## src/rtl/id_operand_stage_pkg.sv

```systemverilog
// Types shared between the ID forward-select unit and the ID operand stage.
package id_operand_stage_pkg;
  localparam int OPERAND_W = 32;

  typedef enum logic [2:0] {
    FWD_RF   = 3'd0,
    FWD_EXE  = 3'd1,
    FWD_MEM  = 3'd2,
    FWD_MEM2 = 3'd3,
    FWD_WB   = 3'd4
  } fwd_sel_e;
endpackage

```

## src/rtl/id_operand_stage_operand_hold_mux.sv

```systemverilog
// One operand: bypass mux, producer readiness check and a hold latch that
// freezes the resolved value while ID waits on the other operand or on EXE.
module operand_hold_mux
  import id_operand_stage_pkg::*;
#(
  parameter int DW = OPERAND_W
) (
  input  logic          i_clk,
  input  logic          i_rst,
  input  logic [2:0]    i_sel,
  input  logic [DW-1:0] i_rf,
  input  logic [DW-1:0] i_exe,
  input  logic [DW-1:0] i_mem,
  input  logic [DW-1:0] i_mem2,
  input  logic [DW-1:0] i_wb,
  input  logic          i_exe_ok,
  input  logic          i_mem_ok,
  input  logic          i_mem2_ok,
  input  logic          i_id_valid,
  input  logic          i_fire,
  input  logic          i_flush,
  output logic [DW-1:0] o_value,
  output logic          o_ok
);
  logic [DW-1:0] w_mux;
  logic          w_ready;
  logic [DW-1:0] r_hold;
  logic          r_hold_v;

  // Encodings 5-7 are not produced by the forward unit; read them as RF.
  always_comb begin
    w_mux   = i_rf;
    w_ready = 1'b1;
    case (i_sel)
      FWD_EXE:  begin w_mux = i_exe;  w_ready = i_exe_ok;  end
      FWD_MEM:  begin w_mux = i_mem;  w_ready = i_mem_ok;  end
      FWD_MEM2: begin w_mux = i_mem2; w_ready = i_mem2_ok; end
      FWD_WB:   begin w_mux = i_wb;   w_ready = 1'b1;      end
      default:  begin w_mux = i_rf;   w_ready = 1'b1;      end
    endcase
  end

  assign o_value = r_hold_v ? r_hold : w_mux;
  assign o_ok    = r_hold_v | w_ready;

  always_ff @(posedge i_clk) begin
    if (i_rst) begin
      r_hold   <= '0;
      r_hold_v <= 1'b0;
    end else if (i_flush || i_fire) begin
      r_hold_v <= 1'b0;
    end else if (i_id_valid && w_ready && !r_hold_v) begin
      r_hold   <= w_mux;
      r_hold_v <= 1'b1;
    end
  end
endmodule

```

## src/rtl/id_operand_stage.sv

```systemverilog
// ID-stage operand resolution with load-use stall and the ID/EXE pipeline
// register, handshaked to EXE through valid/allowin.
module id_operand_stage
  import id_operand_stage_pkg::*;
#(
  parameter int DW = OPERAND_W,
  parameter int PW = 64,
  parameter int CW = 16
) (
  input  logic          i_clk,
  input  logic          i_rst,
  input  logic          i_id_valid,
  input  logic [PW-1:0] i_id_payload,
  input  logic [2:0]    i_fwd_a,
  input  logic [2:0]    i_fwd_b,
  input  logic [DW-1:0] i_rf_rdata1,
  input  logic [DW-1:0] i_rf_rdata2,
  input  logic [DW-1:0] i_exe_result,
  input  logic [DW-1:0] i_mem_result,
  input  logic [DW-1:0] i_mem2_result,
  input  logic [DW-1:0] i_wb_result,
  input  logic          i_exe_res_ok,
  input  logic          i_mem_res_ok,
  input  logic          i_mem2_res_ok,
  input  logic          i_flush,
  input  logic          i_exe_allowin,
  output logic          o_id_allowin,
  output logic          o_ex_valid,
  output logic [DW-1:0] o_ex_src_a,
  output logic [DW-1:0] o_ex_src_b,
  output logic [PW-1:0] o_ex_payload,
  output logic [CW-1:0] o_stall_cycles
);
  logic [DW-1:0] w_val_a, w_val_b;
  logic          w_ok_a, w_ok_b;
  logic          w_out_allowin, w_fire, w_stall;

  logic          r_ex_valid;
  logic [DW-1:0] r_ex_src_a, r_ex_src_b;
  logic [PW-1:0] r_ex_payload;
  logic [CW-1:0] r_stall_cycles;

  operand_hold_mux #(.DW(DW)) u_op_a (
    .i_clk(i_clk), .i_rst(i_rst), .i_sel(i_fwd_a),
    .i_rf(i_rf_rdata1), .i_exe(i_exe_result), .i_mem(i_mem_result),
    .i_mem2(i_mem2_result), .i_wb(i_wb_result),
    .i_exe_ok(i_exe_res_ok), .i_mem_ok(i_mem_res_ok), .i_mem2_ok(i_mem2_res_ok),
    .i_id_valid(i_id_valid), .i_fire(w_fire), .i_flush(i_flush),
    .o_value(w_val_a), .o_ok(w_ok_a)
  );

  operand_hold_mux #(.DW(DW)) u_op_b (
    .i_clk(i_clk), .i_rst(i_rst), .i_sel(i_fwd_b),
    .i_rf(i_rf_rdata2), .i_exe(i_exe_result), .i_mem(i_mem_result),
    .i_mem2(i_mem2_result), .i_wb(i_wb_result),
    .i_exe_ok(i_exe_res_ok), .i_mem_ok(i_mem_res_ok), .i_mem2_ok(i_mem2_res_ok),
    .i_id_valid(i_id_valid), .i_fire(w_fire), .i_flush(i_flush),
    .o_value(w_val_b), .o_ok(w_ok_b)
  );

  assign w_out_allowin = !r_ex_valid || i_exe_allowin;
  assign w_fire        = i_id_valid && w_ok_a && w_ok_b && w_out_allowin && !i_flush;
  assign w_stall       = i_id_valid && !i_flush && !(w_ok_a && w_ok_b);
  assign o_id_allowin  = !i_id_valid || w_fire;

  always_ff @(posedge i_clk) begin
    if (i_rst) begin
      r_ex_valid   <= 1'b0;
      r_ex_src_a   <= '0;
      r_ex_src_b   <= '0;
      r_ex_payload <= '0;
    end else if (i_flush) begin
      r_ex_valid <= 1'b0;
    end else if (w_fire) begin
      r_ex_valid   <= 1'b1;
      r_ex_src_a   <= w_val_a;
      r_ex_src_b   <= w_val_b;
      r_ex_payload <= i_id_payload;
    end else if (i_exe_allowin) begin
      r_ex_valid <= 1'b0;
    end
  end

  // Statistics only; flush deliberately leaves it alone.
  always_ff @(posedge i_clk) begin
    if (i_rst) begin
      r_stall_cycles <= '0;
    end else if (w_stall && !(&r_stall_cycles)) begin
      r_stall_cycles <= r_stall_cycles + CW'(1);
    end
  end

  assign o_ex_valid     = r_ex_valid;
  assign o_ex_src_a     = r_ex_src_a;
  assign o_ex_src_b     = r_ex_src_b;
  assign o_ex_payload   = r_ex_payload;
  assign o_stall_cycles = r_stall_cycles;
endmodule

```

## config.mk

```make
export PLATFORM = sky130hd
export DESIGN_NAME = id_operand_stage
export DESIGN_NICKNAME = d
export VERILOG_FILES = /design/src/rtl/id_operand_stage_pkg.sv /design/src/rtl/id_operand_stage_operand_hold_mux.sv /design/src/rtl/id_operand_stage.sv
export SDC_FILE = /design/constraint.sdc
export NUM_CORES = 1
export LEC_CHECK = 0
export ABC_AREA = 1
export BUFFER_PORTS_ARGS = -buffer_cell sky130_fd_sc_hd__buf_2
export CORE_ASPECT_RATIO = 1.25
export CORE_UTILIZATION = 47
export DETAILED_ROUTE_END_ITERATION = 12
export HOLD_SLACK_MARGIN = 0.02
export PLACE_DENSITY_LB_ADDON = 0.25
export SETUP_SLACK_MARGIN = 0.3
export SKIP_LAST_GASP = 1
export SYNTH_ARGS = -nofsm -noshare
export SYNTH_HDL_FRONTEND = slang
export SYNTH_SLANG_ARGS = --single-unit
```

## constraint.sdc

```tcl
create_clock -name i_clk -period 2.3 [get_ports i_clk]
set_clock_uncertainty 0.15 [all_clocks]
set_input_delay 0.23 -clock i_clk [delete_from_list [all_inputs] [get_ports i_clk]]
set_output_delay 0.23 -clock i_clk [all_outputs]
set_load 0.02 [all_outputs]
```

# After elaboration in Yosys (flattened, before gate mapping)
# Index checks and enable logic that the tools add are counted.
dict set report op_classes {
  muxes 8
  n_mul 0
  add_sub_neg 1
  n_bitwise 4
  n_reduce_logical 29
  shift 0
  div_mod_pow 0
  eq_ne 8
  magnitude_cmp 0
}
# operator count
set op_table {}
lappend op_table {{32-bit case mux with 4 select lines} 2}
lappend op_table {{32-bit two-way mux} 2}
lappend op_table {{16-bit by 1-bit adder with 16-bit output, second input constant} 1}
lappend op_table {{16-bit AND reduction} 1}
lappend op_table {{3-bit by 2-bit == test with 1-bit output, second input constant} 4}
lappend op_table {{1-bit logical AND} 12}
lappend op_table {{1-bit zero test} 7}
lappend op_table {{3-bit by 1-bit == test with 1-bit output, second input constant} 2}
lappend op_table {{3-bit == test, second input constant} 2}
lappend op_table {{1-bit case mux with 3 select lines} 2}
lappend op_table {{2-bit AND reduction} 3}
lappend op_table {{2-bit OR reduction} 2}
lappend op_table {{1-bit logical OR} 3}
lappend op_table {{1-bit two-way mux} 2}
lappend op_table {{1-bit inverter} 2}
lappend op_table {{1-bit OR} 2}
lappend op_table {{2-bit nonzero test} 1}
dict set report totals {
  latchBits 0
  ff_bits 211
  elab_cells 59
  rom_bits 0
  n_memories 0
  ram_bits 0
}

# Longest topological paths before layout
dict set report logic_depth {
  word_depth 10
  ltp_mapped 13
  depth_no_buf 11
}

# Hierarchy
# From an unflattened synthesis, not the netlist that was laid out.
dict set report hier_totals {
  cells_unflattened 1940
  hier_area_um2 12374.4
}
# module area_per_inst_um2 cells_per_inst n_inst seq_area_each_um2
set modules_own_cells {}
lappend modules_own_cells {id_operand_stage 6203.4 724 1 2902.8}
lappend modules_own_cells {operand_hold_mux 3085.5 608 2 660.6}

# Worst setup path before layout
# OpenSTA, ideal clock, no wires.
dict set report synth_path {
  path_type {reg-to-reg}
  from {register r_stall_cycles[0], in the netlist o_stall_cycles[0]}
  to {register r_stall_cycles[11], in the netlist o_stall_cycles[11]}
  arrival_time_ns 1.849
  slack_ns 0.231
  required_ns 2.080
  stages_incl_launch_ff 9
  cell_sequence {dfxtp_1 ha_1 nand2_1 nor3_2 nand4_1 nand3_2 buf_2 nand2_1 a21oi_1}
}
dict set report synth_between {
  elab_chain_cells 3
  word_cells_on_any_way 4
}
# element line_no
set synth_lines {}
lappend synth_lines {{start: declaration} id_operand_stage.sv:41} ;# logic [CW-1:0] r_stall_cycles;
lappend synth_lines {{start signal: assignment} id_operand_stage.sv:89} ;# r_stall_cycles <= r_stall_cycles + CW'(1);
lappend synth_lines {{parallel branches: the longest is 3 deep, another holds 16-bit by 1-bit adder with 16-bit output} -}
# Several ways; the timed one is not identified.
# A chain may end at the register's enable or synchronous reset.

# Worst setup path after layout
dict set report layout_path {
  from {register u_op_b.r_hold_v}
  to {output port o_id_allowin}
}
dict set report layout_between {
  elab_chain_cells 5
}
# element line_no
set layout_lines {}
lappend layout_lines {{start: declaration} id_operand_stage_operand_hold_mux.sv:28} ;# logic r_hold_v;
lappend layout_lines {{start signal: assignment} id_operand_stage_operand_hold_mux.sv:49} ;# r_hold_v <= 1'b0;
lappend layout_lines {{start signal: assignment} id_operand_stage_operand_hold_mux.sv:51} ;# r_hold_v <= 1'b0;
lappend layout_lines {{start signal: assignment} id_operand_stage_operand_hold_mux.sv:54} ;# r_hold_v <= 1'b1;
lappend layout_lines {{1-bit OR} id_operand_stage_operand_hold_mux.sv:44} ;# assign o_ok = r_hold_v | w_ready;
lappend layout_lines {{1-bit logical AND (3 in a row)} id_operand_stage.sv:62} ;# assign w_fire = i_id_valid && w_ok_a && w_ok_b && w_out_allowin && !i_flush;
lappend layout_lines {{1-bit logical OR} id_operand_stage.sv:64} ;# assign o_id_allowin = !i_id_valid || w_fire;
lappend layout_lines {{end: declaration} id_operand_stage.sv:27} ;# output logic o_id_allowin,
# Every way passes these cells.

==> results by group <==
Setup path
  • CP Launch Type: register
  • Worst EP arrival: between 1500 and 2000 ps
  • Worst Path Class, Setup: register to output pin
  • CP Max Fanout: 3
  • Worst Path Required: 1920 ps
  • Reg2reg path depth: 10
  • Critical Path End Type: output pin

Yosys
  • Synth Flop Type: dfxtp_1
  • Post-synthesis sequential area ratio: 0.347
  • Cell variety after synth: 24
  • Top cell type by total area after synthesis: dfxtp_1
  • Syn Nets: around 2400
  • Synth Register Bits: about 210
  • Syn. warnings: 0
  • Mapped Cells: between 2000 and 2500
  • Post-Synthesis Cell Area: approximately 12000 um2
  • Largest cells by area after synthesis: dfxtp_1, nand2_1, nor2_1, inv_1, nand4_1
  • Most frequent cell after synthesis: nand2_1
  • Number of flops mapped to enable cells by yosys: 0
  • Syn_area_per_cell: ~5.7 um2
  • Post-synth top area share: 0.347
  • Synth top cells by count: nand2_1, nor2_1, inv_1
  • Async set-reset flop share out of synthesis: 0

Power and ir drop
  • Sequential cell fraction of total power: 0.401
  • Max IR drop VDD: roughly 0.37 mV
  • Clock group share of total power: 0.355
  • Pint: roughly 6900 uW
  • Switch share: 0.312
  • Pwr/cell area: 611 nW/um2
  • Combinational share of power: 0.244
  • Leak Pwr: ~0.0088 uW
  • Sw Pwr: roughly 3100 uW

Drt
  • Drt pass-1 iters: 9
  • Antenna Violating Nets Remaining: 0
  • Detailed-route vias per instance: between 5 and 6
  • Initial DRC count: 1005
  • Drt wl/cell: ~16 um
  • Via count: between 10000 and 15000
  • Total wire length: roughly 47000 um
  • DRC: 0

Die
  • Die height: 182 um
  • IO Pins: between 400 and 500
  • Initial Utilization: 0.480
  • Core footprint: 25400 um2
  • Die X: between 100 and 150 um
  • Die Area: around 27000 um2
  • Std cell rows: 65

GRT
  • Tot GR Track Use: 0.341
  • GRT met1 Usage: 0.384
  • GR Util met3: 0.0646
  • Met2 usage: 0.582
  • Maximum number of pins on one net before global-route repair: 66
  • Initial antenna violation count: 5
  • Global-route wire length before repair: between 70000 and 80000 um
  • Remaining global-route overflow: 0
  • Gr busiest metal: met2
  • Vias in the first global route: 13681

Clocking
  • CTS tree: built
  • Num Clock Sinks: ~210
  • Worst-path clk slew: 60 ps
  • Htree depth: 1
  • Root Buffer: clkbuf_16
  • Number of clock buffers inserted by TritonCTS: 22
  • Clock latency on the worst-skew pair: about 500 ps
  • Clock Path Buffers: 3

STA
  • Min cycle time layout: roughly 1900 ps
  • Slew @ Worst Pin: 618 ps
  • Final setup fails: 0
  • RSZ-0062 raised after global routing: no
  • Ratio of final minimum period to clock period: 0.826
  • Achievable Freq: 527 MHz
  • Setup TNS Final: 0 ps
  • Fin. max-slew vios: 0
  • Headroom to the max-slew limit: 0.588
  • Post-route setup slack: 401 ps
  • Final Hold Viols: 0

Placement
  • I/O Buffers: slightly above 400
  • Inst Count DP: around 2800
  • Dpl ws: 168 ps
  • Detailed Place HPWL: between 30000 and 40000 um
  • RePlAce Congestion: 0.965

Worst hold path
  • Min-Delay Path Depth: 5
  • Hold Crit Class: input pin to register

Finish
  • Final std cells w/o fill: 2943
  • Nets: 2862
  • Area added between synthesis and finish: 35.1%
  • Final Core Density: 0.648
  • Layout cell share with drive strength beyond 1: 0.199

Outcome
  • Outcome: complete, no violations

Run
  • Max Cap Violations: 0
## cell usage in the layout (no fill, tap or decap)
cell type,Yosys,routed
nand2_1,771,771
buf_2,33,414
nor2_1,401,395
inv_1,319,318
dfxtp_1,211,207
nand4_1,116,116
dlygate4sd3_1,0,84
o21ai_0,73,73
nand3_1,48,46
o22ai_1,30,30
buf_4,2,30
clkbuf_16,0,23
buf_12,0,21
a21oi_1,17,17
nor3_1,11,11
xor2_1,9,9
clkbuf_1,79,7
nor2_2,3,5
clkbuf_8,0,5
nor2_4,0,4
dfxtp_2,0,4
diode_2,0,3
nand3_2,1,2
clkinv_2,0,2
a211oi_1,1,1
nand2_2,1,1
inv_4,0,1
nand3_4,0,1
inv_6,0,1
nand4_4,0,1
nor3_4,0,1
xnor2_1,1,1
ha_4,0,1
bufinv_16,0,1
buf_8,0,1
## path summary, 6_finish.rpt
kind / end / start / slack, ps
worst max-delay path: o_id_allowin / u_op_b.r_hold_v$_SDFFE_PP0P_ / 400
worst min-delay path: u_op_b.r_hold[29]$_SDFFE_PP0P_ / i_rf_rdata2[29] / 40
worst max register to register: o_ex_payload[31]$_SDFFE_PP0P_ / u_op_a.r_hold_v$_SDFFE_PP0P_ / 430
worst min register to register: o_ex_payload[10]$_SDFFE_PP0P_ / o_ex_payload[10]$_SDFFE_PP0P_ / 320
## power groups by stage
| stage | logic (uW) | registers [uW] | clock network (uW) |
|---|---|---|---|
| 6_report | 2460 | 4030 | 3560 |
| 3_3_place_gp | 2250 | 4090 | 0 |
| 3_5_place_dp | 2280 | 4100 | 0 |
| 2_1_floorplan | 1140 | 4290 | 0 |
| 4_1_cts | 2420 | 4020 | 3620 |
| 5_1_grt | 2690 | 4050 | 3780 |
## flip-flops by register name (all words and copies together) (netlist names)
name             flops
o_ex_payload        64
o_ex_src_a          32
o_ex_src_b          32
o_ex_valid           1
o_stall_cycles      16
u_op_a.r_hold       32
u_op_a.r_hold_v      1
u_op_b.r_hold       32
u_op_b.r_hold_v      1
## stage by stage
stage	cell area (um2)	hold WS, ps	power [uW]
2_1_floorplan	12200	149	5430
3_3_place_gp	14800	308	6340
3_5_place_dp	14800	317	6380
4_1_cts	16400	20.4	10100
5_1_grt	16400	52.8	10500
6_report	16500	35.9	10000
## what timing repair did
action	4_1_cts	5_1_grt
buffers inserted	3	0
endpoints found under the hold margin	95	0
gates resized for setup	1	9
setup endpoints to repair	1	16
pin swaps	2	2
hold buffers	84	0
## critical path: stages (launching register included)
cell and delay (ps):
dfxtp_2 310, inv_1 80, nand4_1 140, nand2_2 160
nor2_4 50, nand3_4 50, nand2_1 50, buf_4 160
## area by class of cell
type                            instances  area [um2]
Sequential cell                       211        4230
Clock inverter                          3        40.0
Multi-Input combinational cell       1486        6300
Clock buffer                           35         671
Tap cell                              335         419
Fill cell                            2247        8920
Timing Repair Buffer                  550        3570
Inverter                              320        1210
Antenna cell                            3        7.51
## cell families (layout without fill, tap and decap cells)
family,Yosys count,count (layout),synth area share
AO/OA/AOI/OAI,121,121,0.0530
XOR/XNOR,10,10,0.00719
adder cells (fa/ha/maj),1,1,0.00103
buffers and inverters,447,908,0.142
flip-flops,211,211,0.347
other,0,3,0
AND/OR/NAND/NOR,1354,1354,0.450
## metal layers
| metal | part of all wire | up-vias |
|---|---|---|
| li1 | - | 7379 |
| met3 | 0.085 | 153 |
| met1 | 0.37 | 6729 |
| met5 | 0.00054 | - |
| met4 | 0.072 | 4 |
| met2 | 0.47 | 734 |
Note: power is estimated with default switching activity, not from simulation.
